File: src/rtl/m_cpu_board_pkg.sv
// Shared types and defaults for the 4-bit CPU board clock-enable logic.
package m_cpu_board_pkg;

    typedef enum logic {
        S_STEP = 1'b0,
        S_RUN  = 1'b1
    } state_t;

    localparam int unsigned DEBOUNCE_CYC_DEFAULT = 500_000;
    localparam int unsigned RUN_DIV_DEFAULT      = 25_000_000;

    // Free-run period in board clocks for a given speed setting.
    function automatic logic [31:0] run_period(input int unsigned run_div, input logic [1:0] speed);
        return run_div >> {speed, 1'b0};
    endfunction

endpackage

File: src/rtl/m_debounce.sv
// Push-button synchroniser and debouncer: emits a stable level and a one-cycle press pulse.
// The level changes only after the synced input differs from it for DEBOUNCE_CYC consecutive cycles.
module m_debounce #(
    parameter int unsigned DEBOUNCE_CYC = 500_000
) (
    input  logic clk,
    input  logic rst,
    input  logic btn_n,
    output logic level,
    output logic press
);

    localparam int unsigned     CNT_W    = $clog2(DEBOUNCE_CYC);
    localparam logic [CNT_W-1:0] CNT_LAST = CNT_W'(DEBOUNCE_CYC - 1);

    logic [1:0]       sync;
    logic             pressed;
    logic [CNT_W-1:0] dcnt;

    always_ff @(posedge clk or posedge rst) begin
        if (rst) begin
            sync <= 2'b11;
        end else begin
            sync <= {sync[0], btn_n};
        end
    end

    assign pressed = ~sync[1];

    always_ff @(posedge clk or posedge rst) begin
        if (rst) begin
            dcnt  <= '0;
            level <= 1'b0;
            press <= 1'b0;
        end else begin
            press <= 1'b0;
            if (pressed == level) begin
                dcnt <= '0;
            end else if (dcnt == CNT_LAST) begin
                // Only the released->pressed transition produces an event.
                dcnt  <= '0;
                level <= pressed;
                press <= pressed;
            end else begin
                dcnt <= dcnt + CNT_W'(1);
            end
        end
    end

endmodule

File: src/rtl/m_cpu_clock_gen.sv
// CPU clock-enable generator: single-step on debounced press, or free-run at a switch-selected rate.
// Outputs a registered one-cycle CPU_EN pulse and an 8-bit count of pulses issued.
module m_cpu_clock_gen
    import m_cpu_board_pkg::*;
#(
    parameter int unsigned DEBOUNCE_CYC = DEBOUNCE_CYC_DEFAULT,
    parameter int unsigned RUN_DIV      = RUN_DIV_DEFAULT
) (
    input  logic       CLK1,
    input  logic       RST,
    input  logic       BTN_N,
    input  logic       MODE,
    input  logic [1:0] SPEED,
    output logic       CPU_EN,
    output logic       BTN_LEVEL,
    output logic       RUNNING,
    output logic [7:0] STEP_CNT
);

    localparam int unsigned DIV_W = $clog2(RUN_DIV);

    logic [1:0]       mode_sync;
    logic [1:0]       speed_sync1;
    logic [1:0]       speed_sync2;
    logic             mode_s;
    logic             press;
    logic [31:0]      period;
    logic [DIV_W-1:0] div_last;

    state_t           state;
    state_t           state_next;
    logic [DIV_W-1:0] div;
    logic [DIV_W-1:0] div_next;
    logic             en_next;

    m_debounce #(
        .DEBOUNCE_CYC (DEBOUNCE_CYC)
    ) u_debounce (
        .clk   (CLK1),
        .rst   (RST),
        .btn_n (BTN_N),
        .level (BTN_LEVEL),
        .press (press)
    );

    always_ff @(posedge CLK1 or posedge RST) begin
        if (RST) begin
            mode_sync   <= 2'b00;
            speed_sync1 <= 2'b00;
            speed_sync2 <= 2'b00;
        end else begin
            mode_sync   <= {mode_sync[0], MODE};
            speed_sync1 <= SPEED;
            speed_sync2 <= speed_sync1;
        end
    end

    assign mode_s   = mode_sync[1];
    assign period   = run_period(RUN_DIV, speed_sync2);
    assign div_last = DIV_W'(period - 32'd1);

    always_ff @(posedge CLK1 or posedge RST) begin
        if (RST) begin
            state    <= S_STEP;
            div      <= '0;
            CPU_EN   <= 1'b0;
            STEP_CNT <= 8'd0;
        end else begin
            state    <= state_next;
            div      <= div_next;
            CPU_EN   <= en_next;
            STEP_CNT <= STEP_CNT + {7'd0, en_next};
        end
    end

    // A mode change wins over any pulse due in the same cycle; the ~CPU_EN
    // term keeps pulses apart even when the period collapses to one cycle.
    always_comb begin
        state_next = state;
        div_next   = div;
        en_next    = 1'b0;
        case (state)
            S_STEP: begin
                div_next = '0;
                if (mode_s) begin
                    state_next = S_RUN;
                end else begin
                    en_next = press & ~CPU_EN;
                end
            end
            S_RUN: begin
                if (!mode_s) begin
                    state_next = S_STEP;
                    div_next   = '0;
                end else if (div >= div_last) begin
                    div_next = '0;
                    en_next  = ~CPU_EN;
                end else begin
                    div_next = div + DIV_W'(1);
                end
            end
            default: begin
                state_next = S_STEP;
                div_next   = '0;
            end
        endcase
    end

    assign RUNNING = (state == S_RUN);

endmodule

File: config.mk
export PLATFORM = sky130hd
export DESIGN_NAME = m_cpu_clock_gen
export DESIGN_NICKNAME = d
export VERILOG_FILES = /design/src/rtl/m_cpu_board_pkg.sv /design/src/rtl/m_debounce.sv /design/src/rtl/m_cpu_clock_gen.sv
export SDC_FILE = /design/constraint.sdc
export NUM_CORES = 1
export LEC_CHECK = 0
export BUFFER_PORTS_ARGS = -buffer_cell sky130_fd_sc_hd__buf_4
export CORE_MARGIN = 1.5
export CORE_UTILIZATION = 35
export DETAILED_ROUTE_END_ITERATION = 6
export PLACE_DENSITY = 0.49
export RECOVER_POWER = 50
export SLEW_MARGIN = 25
export SYNTH_ARGS = -nofsm -noshare
export SYNTH_HDL_FRONTEND = slang
export SYNTH_SLANG_ARGS = --single-unit
File: constraint.sdc
create_clock -name CLK1 -period 4.5 [get_ports CLK1]
set_input_delay 0 -clock CLK1 [delete_from_list [all_inputs] [get_ports CLK1]]
set_output_delay 0 -clock CLK1 [all_outputs]
set_load 0.005 [all_outputs]
### Yosys cells after proc, flatten, opt, wreduce, memory -nomap -nowiden

Index checks and enable logic that the tools add are counted.

* divide/modulo/power cells: 0
* multiply operators: 0
* equal/unequal tests: 2
* $add $sub $neg: 4
* reduce and logical (&&, ||, !) cells: 1
* order comparisons: 1
* multiplexer cells: 12
* shift-type cells: 1
* bitwise operators: 5

Operators with widths (count)
* 25-bit 2-to-1 mux: 2
* 25-bit case mux with 2 select lines: 1
* 19-bit 2-to-1 mux: 2
* 25-bit by 1-bit adder with 25-bit output (second input constant): 1
* 25-bit >= comparator: 1
* 25-bit by 3-bit >> shifter with 25-bit output (first input constant): 1
* 25-bit by 1-bit subtractor with 25-bit output (second input constant): 1
* 19-bit by 1-bit adder with 19-bit output (second input constant): 1
* 19-bit == test (second input constant): 1
* 8-bit by 1-bit adder with 8-bit output: 1
* 1-bit 2-to-1 mux: 6
* 1-bit NOT: 4
* 1-bit case mux with 2 select lines: 1
* 2-bit AND reduction: 1
* 1-bit AND: 1
* 1-bit == test: 1

* ROM bits: 0
* memory bits (writable): 0
* bits in registers: 64
* bits in latches: 0
* bits of input ports: 6
* logic and storage cells: 37
* memories: 0
* output and inout bits: 11

### Longest topological paths before layout

* depth after elaboration: 7
* gate-level depth with buffers: 15
* gate-level depth less buffers: 15

### By module

A second synthesis with hierarchy kept.

* cells, all modules: 342
* area total of the unflattened synthesis: 3601.0 um2

By module, submodules not included
* m_cpu_clock_gen: seq. area each 1026.0 um2, times used 1, cells each 234, area an instance 2463.6 um2
* m_debounce: seq. area each 578.1 um2, times used 1, cells each 108, area an instance 1137.3 um2

### Worst setup path after synthesis

No wires, ideal clock.

* path type: reg2reg
* from: reg speed_sync2[1]
* to: reg STEP_CNT[6]
* required time: 4.420 ns
* arrival time: 3.342 ns
* path slack: 1.078 ns
* period minus slack after synthesis: 3.422 ns
* path buffers: 0
* cell stages (with the launch flop): 16
* library setup time: 0.080 ns
* cell sequence: dfrtp_1 > inv_1 > ha_1 > inv_1 > a2111oi_0 > ha_1 > and4_1 > nor4b_1 > o31ai_1 > a31oi_1 > or3_1 > ha_1 > ha_1 > and3_1 > nand3_1 > xnor2_1

* cells in the longest elaborated chain, start to end: 7

Ends and longest elaborated chain
* start: declaration: RTL line m_cpu_clock_gen.sv:24 `logic [1:0] speed_sync2;`
* start signal: assignment: RTL line m_cpu_clock_gen.sv:54 `speed_sync2 <= speed_sync1;`
* 25-bit by 3-bit >> shifter with 25-bit output: RTL line m_cpu_board_pkg.sv:14 `return run_div >> {speed, 1'b0};`
* 25-bit by 1-bit subtractor with 25-bit output: RTL line m_cpu_clock_gen.sv:60 `assign div_last = DIV_W'(period - 32'd1);`
* 25-bit >= comparator: RTL line m_cpu_clock_gen.sv:95 `end else if (div >= div_last) begin`
* 1-bit 2-to-1 mux: RTL line m_cpu_clock_gen.sv:95
* 1-bit 2-to-1 mux: RTL line m_cpu_clock_gen.sv:92 `if (!mode_s) begin`
* 1-bit case mux with 2 select lines: RTL line m_cpu_clock_gen.sv:82 `case (state)`
* named net en_next: RTL line m_cpu_clock_gen.sv:34 `logic en_next;`
* 8-bit by 1-bit adder with 8-bit output: RTL line m_cpu_clock_gen.sv:72 `STEP_CNT <= STEP_CNT + {7'd0, en_next};`
* end signal: assignment: RTL line m_cpu_clock_gen.sv:72
* end: declaration: RTL line m_cpu_clock_gen.sv:17 `output logic [7:0] STEP_CNT`

The timed path passes the listed nets, and every way through them passes these cells.
A chain may end at the register's enable or synchronous reset.

### Worst setup path after layout

Ends and elaborated chain as after synthesis.

==> summary.md <==
| Metric | Value |
|---|---|
| RSZ-0062 raised after global routing | false |
| Initial antenna violation count | 0 |
| Via density per instance | around 5.0 |
| Leak | 1.77 nW |
| Final ANT Viol Nets | 0 |
| WHS Path Cells | 2 |
| Worst-path clk slew | 0.08 ns |
| CTS H-tree depth | 3 |
| Vias in the first global route | roughly 2500 |
| Pin count of the biggest net entering global routing | between 60 and 70 |
| Remaining global-route overflow | 0 |
| GRT Util Overall | roughly 15% |
| Detailed Route WL | ~7.2 mm |
| Instance count on the critical path | 15 |
| Share of post-route cells with drive strength above 1 | approximately 12% |
| Nets | a little over 400 |
| DRT iter0 DRCs | roughly 110 |
| Antenna diodes | 0 |
| CTS tree | done |
| Final setup vio count | 0 |
| Mapped Cells | 339 |
| 1st-pass router iterations | 4 |
| Critical setup path kind | flop to flop |
| Mapped Area | 0.00352 mm^2 |
| Max_slew headroom | -132% |
| Syn_nets | about 380 |
| Peak VDD IR | 0.000115 V |
| Post-synth EDFFs | 0 |
| Inserted Clock Buffers | 9 |
| Die extent in x | around 100 um |
| R2R setup slack | roughly 0.6 ns |
| Critical Path RT | around 4.8 ns |
| WL per Instance | between 10 and 15 um |
| Final setup TNS | 0 ns |
| Top FF cell, synth | dfrtp_1 |
| Crit. End Element | flop |
| Setup Skew | 0.0126 ns |
| # DRC | 0 |
| Register area share after synthesis | between 40% and 50% |
| Row cnt | 36 |
| Status | complete, but fails checks |
| WP buf/inv | 2 |
| Hold crit path type | input port to flop |
| Synthesized flop and latch total | 64 |
| Vertical die dimension | 103 um |
| Fmax | 257 MHz |
| Syn avg cell area | a little over 10 um^2 |
| Slowest stage delay, CP | ~0.52 ns |
| # IOs | 17 |
| Most frequent CP cell | ha_1 |
| Final Hold Fails | 0 |
| Pin slew with the least headroom to its limit | ~3.5 ns |
| CP startpoint kind | flop |
| Initial core utilization | a little over a third |
| Final Cycle Share | between 80 and 90% |
| Post-synthesis cell type count | 38 |
| Worst Reg2Reg Path Length in Cells | 15 |
| Skew-Pair Late Insertion Delay | 0.35 ns |
| PwrDens | approximately 270 mW/mm^2 |
| Failing checks | max-capacitance violations, max-slew violations |
| Final Slew Violations | 65 |
| CP Cell Sequence | inv_1 > ha_1 > inv_1 > a2111oi_0 > ha_1 > and4_1 > nor4b_1 > o31ai_1 > a31oi_1 > or3_1 > ha_1 > ha_1 > and3_1 > nand3_1 > xnor2_1 |
| Final GP Congestion | ~0.83 |
| Arr. time, crit path | around 4.2 ns |
| Min cycle time layout | slightly below 4 ns |
| Crit-path slowest cell | dfrtp_1 |
| Final HPWL from detailed placement | just under 5 mm |
| Area added between synthesis and finish | 13.9% |
| Max cap viols | 1 |
| CTS sink count | 64 |
| Number of synthesis warnings | 0 |
| Die area | 0.0107 mm^2 |
| Post-synth ARST share | 100% |
| Final instance area | between 0.004 and 0.005 mm^2 |
| Clk buf depth | 2 |
| IO Port Bufs | 16 |
| Via count | 2501 |
| CTS root buf | clkbuf_8 |
| # resized after CTS | 0 |
| Peak fanout along the critical path | 10 |
| Total core area | 0.00977 mm^2 |
| CP delay by family, top | simple AND/OR/NAND/NOR gates |
| Global-route wire length before repair | around 12 mm |
| Dpl cell area | between 0.003 and 0.004 mm^2 |
==> area by class of cell <==
class / count / area (um^2)
clock inverter: 1 / 5.00
tap: 133 / 166
timing repair buffer: 24 / 189
sequential: 64 / 1600
multi-input combinational: 252 / 1820
inverter: 17 / 63.8
clock buffer: 14 / 163
fill: 960 / 5770
==> worst paths after layout <==
| kind | startpoint | endpoint |
|---|---|---|
| hold / removal | MODE | mode_sync[0]$_DFF_PP0_ |
| setup / recovery | speed_sync2[1]$_DFF_PP0_ | STEP_CNT[6]$_DFF_PP0_ |
| setup reg to reg | speed_sync2[1]$_DFF_PP0_ | STEP_CNT[6]$_DFF_PP0_ |
| max in group asynchronous | RST | div[20]$_DFF_PP0_ |
| hold reg to reg | speed_sync1[0]$_DFF_PP0_ | speed_sync2[0]$_DFF_PP0_ |
| min in group asynchronous | RST | STEP_CNT[3]$_DFF_PP0_ |
==> synth_stat cells (3+ instances only) <==
cell type	n	share of area [%]
dfrtp_1	62	44
ha_1	33	12
nor2_1	29	3.1
nor3_1	26	3.7
nand2_1	25	2.7
xnor2_1	25	6.2
xor2_1	21	5.2
nand3_1	19	2.7
inv_1	17	1.8
nand4_1	14	2.5
nor3_2	7	2.0
and4_1	6	1.5
nor4_1	5	0.89
o21ai_0	5	0.71
a211oi_1	4	0.85
a21oi_1	4	0.57
and3_1	4	0.71
buf_2	3	0.43
or3_1	3	0.53
==> metal layers <==
| metal | part of all wire [%] | track usage [%] | vias up |
|---|---|---|---|
| met5 | 0 | 0 | - |
| met4 | 2.0 | 6.55 | 0 |
| met3 | 2.3 | 4.23 | 12 |
| met2 | 46 | 23.7 | 23 |
| met1 | 50 | 20.3 | 1212 |
| li1 | - | - | 1254 |
==> per-stage QoR <==
step / setup WS, ns / utilization [%] / cells / power [W] / hold slack, ns
floorplan: 1.08 / - / 339 / 0.000635 / 0.00448
finish: 0.609 / 41.0 / 505 / 0.00109 / 0.319
global route: 0.137 / 41.0 / 505 / 0.00114 / 0.307
CTS: 0.608 / 41.0 / 505 / 0.00111 / 0.284
detailed placement: 0.644 / 38.8 / 485 / 0.000655 / 0.110
global placement: 0.726 / 38.8 / 485 / 0.000654 / 0.110
==> cells by family (layout without fill, tap and decap cells) <==
kind of cell | count (synthesis) | after routing | synth area share, %
buf+inv | 23 | 56 | 2.77
simple gates | 149 | 149 | 23.9
xor+xnor | 46 | 46 | 11.5
compound gates | 23 | 23 | 4.38
flops | 64 | 64 | 45.6
fa+ha+maj | 33 | 33 | 11.7
other cells | 1 | 1 | 0.107
==> sequential cells by signal, indices dropped and copies added, names as in the netlist <==
name              cells
mode_sync             2
u_debounce.sync       2
RUNNING               1
u_debounce.dcnt      19
STEP_CNT              8
speed_sync1           2
div                  25
CPU_EN                1
u_debounce.press      1
u_debounce.level      1
speed_sync2           2
==> repair_timing <==
item / CTS / global route
hold endpoints to repair: 66 / 0
setup buffers: 0 / 0
hold buffers: 5 / 0
==> worst register-to-register path, delay by kind of cell, from the launching register on <==
family	cells	cell delay [ns]
adders and majority gates	4	0.94
xor gates and xnor gates	1	0.11
and+or+nand+nor	5	1.04
AOI/OAI and AO/OA	3	0.86
DFF	1	0.52
buffers and inverters	2	0.34
==> cells in the final DEF, fill, tap and decap left out, drive strengths merged, types with 3 or more instances in the layout <==
master | Yosys | final
and3 | 4 | 4
xnor2 | 25 | 25
dfrtp | 62 | 62
o21ai | 5 | 5
or4 | 3 | 3
nor2 | 29 | 29
xor2 | 21 | 21
a211oi | 4 | 4
dlygate4sd3 | 0 | 5
nand3 | 19 | 19
a21oi | 4 | 4
nand2 | 25 | 25
and4 | 6 | 6
nor3 | 33 | 33
clkbuf | 2 | 31
or3 | 3 | 3
nand4 | 15 | 15
nor4 | 7 | 7
inv | 17 | 17
ha | 33 | 33
==> power by group <==
group          total (W)  switching (W)  internal [W]
combinational  0.0000532      0.0000345     0.0000187
sequential      0.000592     0.00000842      0.000583
clock           0.000443       0.000216      0.000227
(Power assumes the default switching activity.)
